File: config.mk
export PLATFORM = sky130hd
export DESIGN_NAME = if_fetch_stage
export DESIGN_NICKNAME = d
export VERILOG_FILES = /design/src/rtl/if_fetch_stage.sv
export SDC_FILE = /design/constraint.sdc
export NUM_CORES = 1
export LEC_CHECK = 0
export CORE_UTILIZATION = 26
export CTS_CLUSTER_SIZE = 16
export DETAILED_ROUTE_END_ITERATION = 12
export HOLD_SLACK_MARGIN = 0.03
export PLACE_DENSITY = 0.58
export RECOVER_POWER = 25
export SLEW_MARGIN = 20
export SYNTH_ARGS = -nofsm -noshare
export SYNTH_HDL_FRONTEND = slang
export SYNTH_SLANG_ARGS = --single-unit
File: constraint.sdc
create_clock -name clk -period 2.14 [get_ports clk]
set_input_delay 0.535 -clock clk [delete_from_list [all_inputs] [get_ports clk]]
set_output_delay 0.535 -clock clk [all_outputs]
set_load 0.03 [all_outputs]
File: src/rtl/if_fetch_stage.sv
// RV32I instruction-fetch stage: PC register, next-PC selection, IF/ID capture, misaligned-target fault.
// Optional IF_PERF_CNT_EN adds a fetch_count output counting instructions loaded into IF/ID.
module if_fetch_stage #(
  parameter int                     PC_WIDTH_LENGTH   = 32,
  parameter int                     INST_WIDTH_LENGTH = 32,
  parameter logic [PC_WIDTH_LENGTH-1:0]   RESET_PC    = 32'h0000_0000,
  parameter logic [INST_WIDTH_LENGTH-1:0] NOP_INST    = 32'h0000_0013
) (
  input  logic                         clk,
  input  logic                         rst,
  input  logic                         stall,
  input  logic                         redirect_valid,
  input  logic [PC_WIDTH_LENGTH-1:0]   redirect_pc,
  output logic [PC_WIDTH_LENGTH-1:0]   imem_addr,
  input  logic [INST_WIDTH_LENGTH-1:0] imem_inst,
  output logic                         id_valid,
  output logic [PC_WIDTH_LENGTH-1:0]   id_pc,
  output logic [INST_WIDTH_LENGTH-1:0] id_inst,
  output logic                         fetch_fault,
`ifdef IF_PERF_CNT_EN
  output logic [31:0]                  fetch_count,
`endif
  output logic [PC_WIDTH_LENGTH-1:0]   fault_pc
);

  typedef enum logic [1:0] {BOOT, RUN, FAULT} state_t;

  typedef struct packed {
    logic                         vld;
    logic [PC_WIDTH_LENGTH-1:0]   pc;
    logic [INST_WIDTH_LENGTH-1:0] inst;
  } ifid_t;

  state_t                       state_q, state_n;
  logic [PC_WIDTH_LENGTH-1:0]   pc_q, pc_n;
  ifid_t                        ifid_q, ifid_n;
  logic                         fault_q, fault_n;
  logic [PC_WIDTH_LENGTH-1:0]   fpc_q, fpc_n;
  logic                         adv;
  logic                         rd_misal;

  assign rd_misal = |redirect_pc[1:0];

  always_comb begin
    state_n = state_q;
    pc_n    = pc_q;
    ifid_n  = ifid_q;
    fault_n = fault_q;
    fpc_n   = fpc_q;
    adv     = 1'b0;
    case (state_q)
      BOOT: state_n = RUN;
      RUN: begin
        if (redirect_valid) begin
          // redirect beats stall: the bubble is written even while stalled
          pc_n        = redirect_pc;
          ifid_n.vld  = 1'b0;
          ifid_n.inst = NOP_INST;
          if (rd_misal) begin
            fault_n = 1'b1;
            fpc_n   = redirect_pc;
            state_n = FAULT;
          end
        end else if (!stall) begin
          adv         = 1'b1;
          ifid_n.vld  = 1'b1;
          ifid_n.pc   = pc_q;
          ifid_n.inst = imem_inst;
          pc_n        = pc_q + PC_WIDTH_LENGTH'(4);
        end
      end
      FAULT: begin
        ifid_n.vld = 1'b0;
        if (redirect_valid) begin
          pc_n = redirect_pc;
          if (rd_misal) begin
            fpc_n = redirect_pc;
          end else begin
            fault_n = 1'b0;
            state_n = RUN;
          end
        end
      end
      default: state_n = BOOT;
    endcase
  end

  always_ff @(posedge clk) begin
    if (rst) begin
      state_q     <= BOOT;
      pc_q        <= RESET_PC;
      ifid_q.vld  <= 1'b0;
      ifid_q.pc   <= '0;
      ifid_q.inst <= NOP_INST;
      fault_q     <= 1'b0;
      fpc_q       <= '0;
    end else begin
      state_q <= state_n;
      pc_q    <= pc_n;
      ifid_q  <= ifid_n;
      fault_q <= fault_n;
      fpc_q   <= fpc_n;
    end
  end

`ifdef IF_PERF_CNT_EN
  logic [31:0] cnt_q;
  always_ff @(posedge clk) begin
    if (rst)      cnt_q <= '0;
    else if (adv) cnt_q <= cnt_q + 32'd1;
  end
  assign fetch_count = cnt_q;
`endif

  // imem_addr is the registered PC, never next-PC: one cycle fetch latency
  assign imem_addr   = pc_q;
  assign id_valid    = ifid_q.vld;
  assign id_pc       = ifid_q.pc;
  assign id_inst     = ifid_q.inst;
  assign fetch_fault = fault_q;
  assign fault_pc    = fpc_q;

endmodule

==> flow_summary.yaml, run 1 <==
worst_setup_path:
  crit_type: "flop to primary output"
  cp_num_buf_inv: 1
  cp-end-kind: "primary output"
  cpPeakStageDelay_ps: 720
  crit_arrival_ps: 1500
  critPathSlowestCell: "clkdlybuf4s50_1"
  r2r_cells: 6
  cp-start-kind: "flop"
  critical_path_peak_fanout: 2
  path_depth: 1
  crit_required_ps: 1600
  crit_family: "buffers and inverters"
  path_cells: "clkdlybuf4s50_1"
sta:
  post-route-period-util_pct: 95.2
  fmax_mhz: 491
  tightestPinTransition_ps: 723
  rsz0062_at_grt: "no"
  finalSetupViolations: 0
  fin_skew_ps: 7.00
  slew-limit-headroom_pct: 51.8
  slew_violations: 0
  worst_slack_ps: 103
  finalHoldViolations: 0
  period_needed_ps: 2040
grt:
  grt_pass1_vias: 5544
  grt-ovfl-total: 0
  grt_max_degree: 65
  grtUsageTotal_pct: 18.1
  antenna_found_initial: 0
  grt_pass1_wl_mm: 30.6
detailed_routing:
  firstDrtPassIters: 6
  ant_nets: 0
  vias_per_cell: 4.83
  wl_mm: 19.7
  route.detailed.drc: 0
  drt_iter0_markers: 403
  via_count: 5879
  wl_per_cell_um: 16.2
logic_synthesis:
  syn_area_per_cell_um2: 7.92
  synth_cells: 702
  yosysWarningCount: 0
  synth_cell_type_count: 51
  yosys.area_share.xor_xnor_pct: 0.158
  synth-simple-area-share_pct: 24.1
  synth-compound-area-share_pct: 21.7
  syn_nets: 775
  async_flop_share_pct: 0
  synth-seq-cells: 132
  synth.cell_area_um2: 5560
  synth.area.mux_share_pct: 0.923
  synth_edf_count: 0
  synth_ff_type: "dfxtp_1"
  synthAdderAreaFrac_pct: 1.13
  ys_seq_area_share_pct: 47.6
  synth_top_family_by_area: "simple AND/OR/NAND/NOR gates"
cells_and_area:
  design.final.nets: 1003
  layout-drive-gt1-share_pct: 10.9
  antenna_cells: 0
  syn_to_final_growth_pct: 56.0
  n_fill_cell: 2199
  final_cells: 1218
placed_design:
  dp_cells: 1184
  dpl_worst_slack_ps: -88.4
  gp_congestion: 0.847
  portBuffers: 197
  hpwl_mm: 13.8
power_and_ir_drop:
  seqPwrFrac_pct: 37.0
  ir_drop_v: 0.000566
  switching_power_mw: 2.41
  swShare_pct: 31.8
  p_leak_nw: 3.13
  clkPwrFrac_pct: 37.2
  power_density_nw_per_um2: 875
  comb_power_share_pct: 25.8
  p_int_mw: 5.17
die:
  core_area_um2: 21000
  io_pins: 198
  dieArea_um2: 22000
  core.rowCount: 53
  die_h_um: 148
  start_util_pct: 26.5
  fp.dieW_um: 148
clock_network:
  ctsHoldBuffers: 0
  h-tree-depth: 4
  cts.sinks: 132
  clockBufferDepth: 2
  clk_pin_slew_ps: 60
  cts_buffers: 17
  cts_tree: "done"
  clock-root-buffer: "clkbuf_16"
  clk_latency_ps: 420
hold_path:
  min_path_cells: 2
  hp-class: "input port to flop"
outcome:
  status: "finished clean"
job:
  drv_cap: 0
[power by group through the flow]
stage	Sequential [mW]	Clock, mW	Combinational [mW]
2_1_floorplan	3.19	0	0.700
3_3_place_gp	2.86	0	2.03
3_5_place_dp	2.86	0	2.05
4_1_cts	2.81	2.90	2.04
5_1_grt	2.84	3.03	2.11
6_report	2.81	2.82	1.96
[routing by layer]
layer / vias to the layer above / share of wire (%) / track usage [%]
li1: 2924 / - / -
met1: 2728 / 45 / 23.2
met2: 204 / 44 / 27.3
met3: 23 / 9.1 / 7.70
met4: 0 / 1.5 / 5.41
met5: - / 0 / 0
[timing repair]
action / 4_1_cts / 5_1_grt
endpoints found under the setup margin: 11 / 16
setup buffers: 0 / 2
gates resized for setup: 11 / 15
hold endpoints to repair: 0 / 0
[state kept, by name, summed over array words and instances (netlist names)]
name and count:
id_pc 32, state_q 2, id_inst 32, id_valid 1, fault_pc 32, imem_addr 32
fetch_fault 1
[path summary, 6_finish.rpt]
| path | end | slack (ps) | startpoint |
|---|---|---|---|
| hold reg to reg | id_pc[22]$_SDFFE_PP0P_ | 450 | id_pc[22]$_SDFFE_PP0P_ |
| hold / removal | fault_pc[25]$_SDFFE_PP0P_ | 430 | rst |
| setup / recovery | id_valid | 100 | id_valid$_SDFFE_PP0P_ |
| setup reg to reg | imem_addr[23]$_SDFFE_PP0P_ | 140 | state_q[0]$_SDFFE_PP0P_ |
[synthesized netlist by cell type, drive strengths merged, types with 6 or more instances]
master | count | area share, %
a211oi | 6 | 0.81
o22ai | 8 | 0.90
o21ai | 15 | 1.4
a22oi | 33 | 4.5
dfxtp | 132 | 48
and3 | 7 | 0.79
a21oi | 90 | 8.1
nor2 | 57 | 3.9
nand2 | 173 | 12
nor3 | 9 | 0.81
buf | 15 | 1.4
nand4 | 8 | 0.90
clkbuf | 41 | 2.8
a32oi | 10 | 1.6
nand3 | 21 | 2.0
[placed cells by master (no fill, tap or decap), types with 7 or more instances in the layout]
cell / instances
nand2_1: 173
buf_4: 59
clkbuf_1: 20
nand3_1: 20
o21ai_0: 13
a22oi_1: 33
o22ai_1: 8
a21oi_1: 90
clkdlybuf4s50_1: 170
dfxtp_1: 132
clkbuf_16: 17
nand4_1: 8
nor2_1: 57
a32oi_1: 10
dlygate4sd2_1: 11
nor3_1: 9
and3_1: 7
clkinv_2: 7
[logic make-up (layout without fill, tap and decap cells)]
group | after synthesis | after routing
adders and majority gates | 5 | 5
AOI/OAI and AO/OA | 193 | 193
DFF | 132 | 132
muxes | 5 | 5
xor gates and xnor gates | 1 | 1
buffers and inverters | 61 | 302
and+or+nand+nor | 305 | 305
[area by class of cell]
cell class | instances | area (µm²) | area share (%)
clock buffers | 21 | 450 | 5.20
well taps | 275 | 344 | 3.97
multi-input cells | 509 | 2680 | 30.9
flip-flops and latches | 132 | 2640 | 30.5
repair buffers | 265 | 2430 | 28.0
clock inverters | 11 | 110 | 1.27
inverters | 5 | 18.8 | 0.217
[through the flow]
stage	utilization (%)	total power, mW	hold slack, ps	setup TNS [ps]	instance area [µm²]
final	41.4	7.59	434	0	8670
after global routing	41.4	7.98	438	0	8670
after CTS	41.9	7.74	419	0	8770
after detailed placement	39.3	4.90	447	-1330	8230
after global placement	39.3	4.89	442	-846	8230
after floorplan	-	3.89	482	0	5560
Note: power is estimated with default switching activity, not from simulation.
==> run 2, diff against run 1 <==
DONT_BUFFER_PORTS = 1   (was default)
PLACE_DENSITY = 0.46   (was 0.58)
==> flow_summary.yaml, run 2 (synthesized netlist as in run 1, its figures left out) <==
power_and_ir_drop:
  power_density_nw_per_um2: 1060
  p_leak_nw: 2.30
  totalPowerFinal_mw: 7.04
  ir_drop_v: 0.000473
worst_setup_path:
  crit_required_ps: 2450
  cp-start-kind: "flop"
  crit_arrival_ps: 2260
  critical_path_peak_fanout: 15
  cp-end-kind: "flop"
  crit_family: "simple AND/OR/NAND/NOR gates"
  crit_type: "flop to flop"
  critPathSlowestCell: "dfxtp_1"
  cp_num_buf_inv: 2
  cpPeakStageDelay_ps: 330
  path_cells: "inv_1 > ha_2 > or2_1 > o21ai_2 > buf_4 > a22o_1 > nor4_1 > nor3_1"
sta:
  fmax_mhz: 513
  slew-limit-headroom_pct: 59.7
  whs_ps: 182
  finalHoldViolations: 0
  slew_violations: 0
  fin_skew_ps: 6.14
  finalSetupViolations: 0
  period_needed_ps: 1950
  rsz0062_at_grt: "no"
  post-route-period-util_pct: 91.1
  tightestPinTransition_ps: 605
  setup_tns_ps: 0
die:
  core_area_um2: 21000
  die_h_um: 148
  start_util_pct: 26.5
  io_pins: 198
  fp.dieW_um: 148
  core.rowCount: 53
  dieArea_um2: 22000
placed_design:
  hpwl_mm: 13.3
  portBuffers: 0
  gp_congestion: 0.860
  post_dp_cell_area_um2: 6070
grt:
  grt_pass1_wl_mm: 28.9
  grtUsageTotal_pct: 17.3
  grt_pass1_vias: 4976
  grt_max_degree: 136
  grt-ovfl-total: 0
  antenna_found_initial: 0
clock_network:
  cts.sinks: 132
  clock-root-buffer: "clkbuf_16"
  h-tree-depth: 4
  clk_pin_slew_ps: 60
  cts-resized-gates: 0
  clockBufferDepth: 2
  clk_latency_ps: 430
  cts_buffers: 17
  post_cts_buffers: 0
  ctsHoldBuffers: 0
  cts_tree: "done"
detailed_routing:
  ant_nets: 0
  wl_per_cell_um: 18.4
  wl_mm: 18.5
  vias_per_cell: 5.14
  drt_iter0_markers: 458
  route.detailed.drc: 0
  firstDrtPassIters: 5
  via_count: 5150
cells_and_area:
  final_common_cell: "nand2_1"
  fin_area_um2: 6640
  design.final.nets: 786
  final_cell_mix: "nand2_1, dfxtp_1, a21oi_1"
  layout-drive-gt1-share_pct: 12.0
  syn_to_final_growth_pct: 19.5
  antenna_cells: 0
outcome:
  status: "finished clean"
hold_path:
  hp-class: "input port to flop"
job:
  drv_cap: 0
run 2: cell types whose count changed in the layout (fill, tap and decap cells not counted), moves of 2 or more:
cell and delta:
buf_12 -2, ha_2 +2, nor2_2 +2, nor2_1 -2
buf_4 -14, clkbuf_1 -16, clkbuf_8 +2, ha_1 -2
dlygate4sd2_1 -11, clkinv_2 -4, clkdlybuf4s50_1 -170
run 2: power breakdown:
group | internal (mW) | switching, mW
Sequential | 2.64 | 0.350
Clock | 1.68 | 1.09
Combinational | 0.445 | 0.827
Total | 4.77 | 2.27
run 2: final cells by class:
| class | count | area (µm²) |
|---|---|---|
| fill | 2238 | 14300 |
| clock buffer | 24 | 482 |
| timing repair buffer | 48 | 398 |
| sequential | 132 | 2640 |
| clock inverter | 8 | 76.3 |
| tap | 275 | 344 |
| inverter | 5 | 18.8 |
| multi-input combinational | 509 | 2680 |
run 2: final timing paths:
| path | cells past startpoint | to | slack, ps | from |
|---|---|---|---|---|
| hold / removal | 1 | fault_pc[21]$_SDFFE_PP0P_ | 180 | rst |
| setup reg to reg | 8 | imem_addr[31]$_SDFFE_PP0P_ | 190 | state_q[1]$_SDFFE_PP0P_ |
| setup / recovery | 8 | imem_addr[31]$_SDFFE_PP0P_ | 190 | state_q[1]$_SDFFE_PP0P_ |
| hold reg to reg | 2 | state_q[0]$_SDFFE_PP0P_ | 520 | state_q[0]$_SDFFE_PP0P_ |
run 2: per-stage QoR:
stage | util [%] | std cells | setup WS, ps
after floorplan | - | 702 | 133
after global placement | 29.0 | 969 | 222
after detailed placement | 29.0 | 969 | 165
after CTS | 31.6 | 1001 | 160
after global routing | 31.7 | 1001 | 52.8
final | 31.7 | 1001 | 190
run 2: per-layer routing:
metal / GRT usage (%) / part of all wire [%] / up-vias
li1: - / - / 2497
met3: 6.63 / 8.8 / 23
met5: 0 / 0 / -
met2: 27.7 / 46 / 208
met1: 20.7 / 43 / 2422
met4: 7.27 / 2.1 / 0
==> RTL edit, RTL diff (settings of run 1) <==
Put one more register stage on the output `fault_pc`, with the module's reset. The value now appears one clock later. The other outputs are not delayed to match.
--- a/src/rtl/if_fetch_stage.sv
+++ b/src/rtl/if_fetch_stage.sv
@@ -119,5 +119,11 @@
   assign id_inst     = ifid_q.inst;
   assign fetch_fault = fault_q;
-  assign fault_pc    = fpc_q;
+  always_ff @(posedge clk) begin
+    if (rst) begin
+      fault_pc <= '0;
+    end else begin
+      fault_pc <= fpc_q;
+    end
+  end
 
 endmodule
Check against the original RTL: not equivalent (a bounded check fails within 4 cycles, from zero or initial values and one cycle with rst high).
==> RTL edit against run 1 <==
Global-route usage down 0.075 points; synthesized cell count rose by 13%; synthesized area increased by 19%; die area grew 19%; sequential cell count up 32; combinational power up 58%; count of clock-buffer cells in the layout shrank 2; final area up 16%; wire length up 18%; critical path type unchanged; power is 35% higher; setup slack worse by 0.051 ns.
==> RTL edit: results (changes against run 1) <==
| Metric | Value |
|---|---|
| Status | `completed` |
| Met3 WL | `1.932 mm (+8.4%)` |
| RR Startpoint | `state_q[0]` |
| Mapped Nets | `869 (+12%)` |
| Leakage power | `3.620 nW (+16%)` |
| Number of global-route vias before repair | `6246 (+13%)` |
| Pre-CTS setup slack | `-0.4147 ns (-0.3263 ns)` |
| Tot GR Track Use | `17.99% (-0.075 points)` |
| Post-Synth XOR/XNOR Area | `0% (-0.16 points)` |
| Finished Layout Cells | `1362 (+12%)` |
| Post-synthesis mux area share | `0.3398% (-0.58 points)` |
| F_max | `478.9 MHz (-2.4%)` |
| Top cells by count, synth | `164 x dfxtp_1, 163 x nand2_1, 84 x a21oi_1` |
| Adder-Cell Fraction of Synth Area | `0.9438% (-0.18 points)` |
| Post-synthesis sequential area ratio | `49.53% (+2.0 points)` |
| Share of layout cells above drive strength 1 | `11.34% (+0.41 points)` |
| Max incr delay on CP | `0.74 ns (+0.02 ns)` |
| Gpl congestion | `0.9025 (+6.6%)` |
| Worst-path fanout max | `3 (+1)` |
| Syn Area/Cell | `8.328 um^2 (+5.2%)` |
| Worst Skew | `0.008551 ns (+0.001549 ns)` |
| M3 GR Usage | `5.337% (-2.4 points)` |
| Reg-to-Reg End | `imem_addr[20]` |
| Met2 usage | `27.16% (-0.12 points)` |
| First-pass GRT wire length | `36.36 mm (+19%)` |
| Final #Nets | `1092 (+8.9%)` |
| Inst Count DP | `1330 (+12%)` |
| Pin count of the biggest net entering global routing | `66 (+1.5%)` |
| Main combinational cell family by area after synthesis | `simple AND/OR/NAND/NOR gates` |
| Dominant synthesized flop cell | `dfxtp_1` |
| Metal2 WL | `10.36 mm (+20%)` |
| Critical Path AT | `1.55 ns (+0.05 ns)` |
| Hold WC Path Type | `in2reg` |
| Hold worst-path end | `id_pc[30]` |
| Synth unique cells | `53 (+3.9%)` |
| IO buf count | `197 (unchanged)` |
| Vias per inst | `4.845 (+0.38%)` |
| Flop-to-flop setup slack | `0.09 ns (-0.05 ns)` |
| Synth area leaders | `dfxtp_1 50%, nand2_1 9.2%, a21oi_1 6.3%` |
| Clock transition at the registers of the reported paths | `0.07 ns` |
| WL/cell | `17.09 um (+5.7%)` |
| Slew @ Worst Pin | `0.9929 ns (+0.2703 ns)` |
| Worst Setup SP | `imem_addr[20]` |
| Critical Path Source Type | `flip-flop` |
| Post-CTS Setup Inserts | `0 (unchanged)` |
| 1st-iter DRT viols | `497 (+23%)` |
| CP endpoint | `imem_addr[20]` |
| M1 GR Usage | `24.25% (+1.0 points)` |
| Post-DP HPWL | `16.68 mm (+21%)` |
| First-pass DRT Iterations | `5 (-1)` |
| Metal-1 WL | `10.51 mm (+17%)` |
| CP delay by family, top | `buffers and inverters` |
| Fill cell count | `2624 (+19%)` |
| Complex-gate fraction of the synthesized area | `21.01% (-0.65 points)` |
| Master of the slowest instance on the critical path | `clkdlybuf4s50_1` |
| IR drop worst, VDD | `0.4970 mV (-12%)` |
==> RTL edit: cell types whose count changed after synthesis, sizes merged, moves of 8 or more <==
cell	change
o211ai	+11
o21ai	+8
dfxtp	+32
nor2	-8
nand2	-10
nor2b	+32
clkbuf	+15
==> RTL edit: repair_timing <==
item,in CTS,in global routing
resized for setup,20,9
cloned,0,0
endpoints found under the setup margin,21,16
pin swaps,0,1
==> RTL edit: logic make-up after synthesis <==
kind of cell,Yosys count
AOI/OAI and AO/OA,218
buffers and inverters,76
muxes,2
and+or+nand+nor,331
adders and majority gates,5
DFF,164
==> RTL edit: worst register-to-register path: stages, from the launching register on <==
cell     delay (ns)
dfxtp_2        0.34
buf_4          0.11
ha_1           0.15
or4b_4         0.50
or4_1          0.47
mux2_2         0.28
a31oi_1        0.13
==> RTL edit: where the power goes <==
| group | switching [mW] | internal [mW] |
|---|---|---|
| clock network | 1.34 | 2.16 |
| logic | 1.83 | 1.27 |
| registers | 0.268 | 3.39 |
| total | 3.44 | 6.81 |
==> RTL edit: per-stage QoR <==
stage / total power, mW / area [um^2] / util (%) / hold slack (ns) / setup TNS [ns]
4_1_cts: 10.37 / 10100 / 40.23 / 0.4236 / 0
3_5_place_dp: 6.888 / 9452 / 37.64 / 0.4417 / -29.02
2_1_floorplan: 5.324 / 6629 / - / 0.4318 / 0
3_3_place_gp: 6.872 / 9452 / 37.64 / 0.4372 / -23.72
5_1_grt: 10.75 / 10070 / 40.10 / 0.4473 / 0
6_report: 10.25 / 10070 / 40.10 / 0.4395 / 0
==> RTL edit: area by class of cell <==
type                    instances  area share (%)
inverters                       8          0.2982
flip-flops and latches        164           32.62
multi-input cells             556           30.51
well taps                     330           4.101
clock inverters                13           2.162
clock buffers                  19           4.499
repair buffers                272           25.81
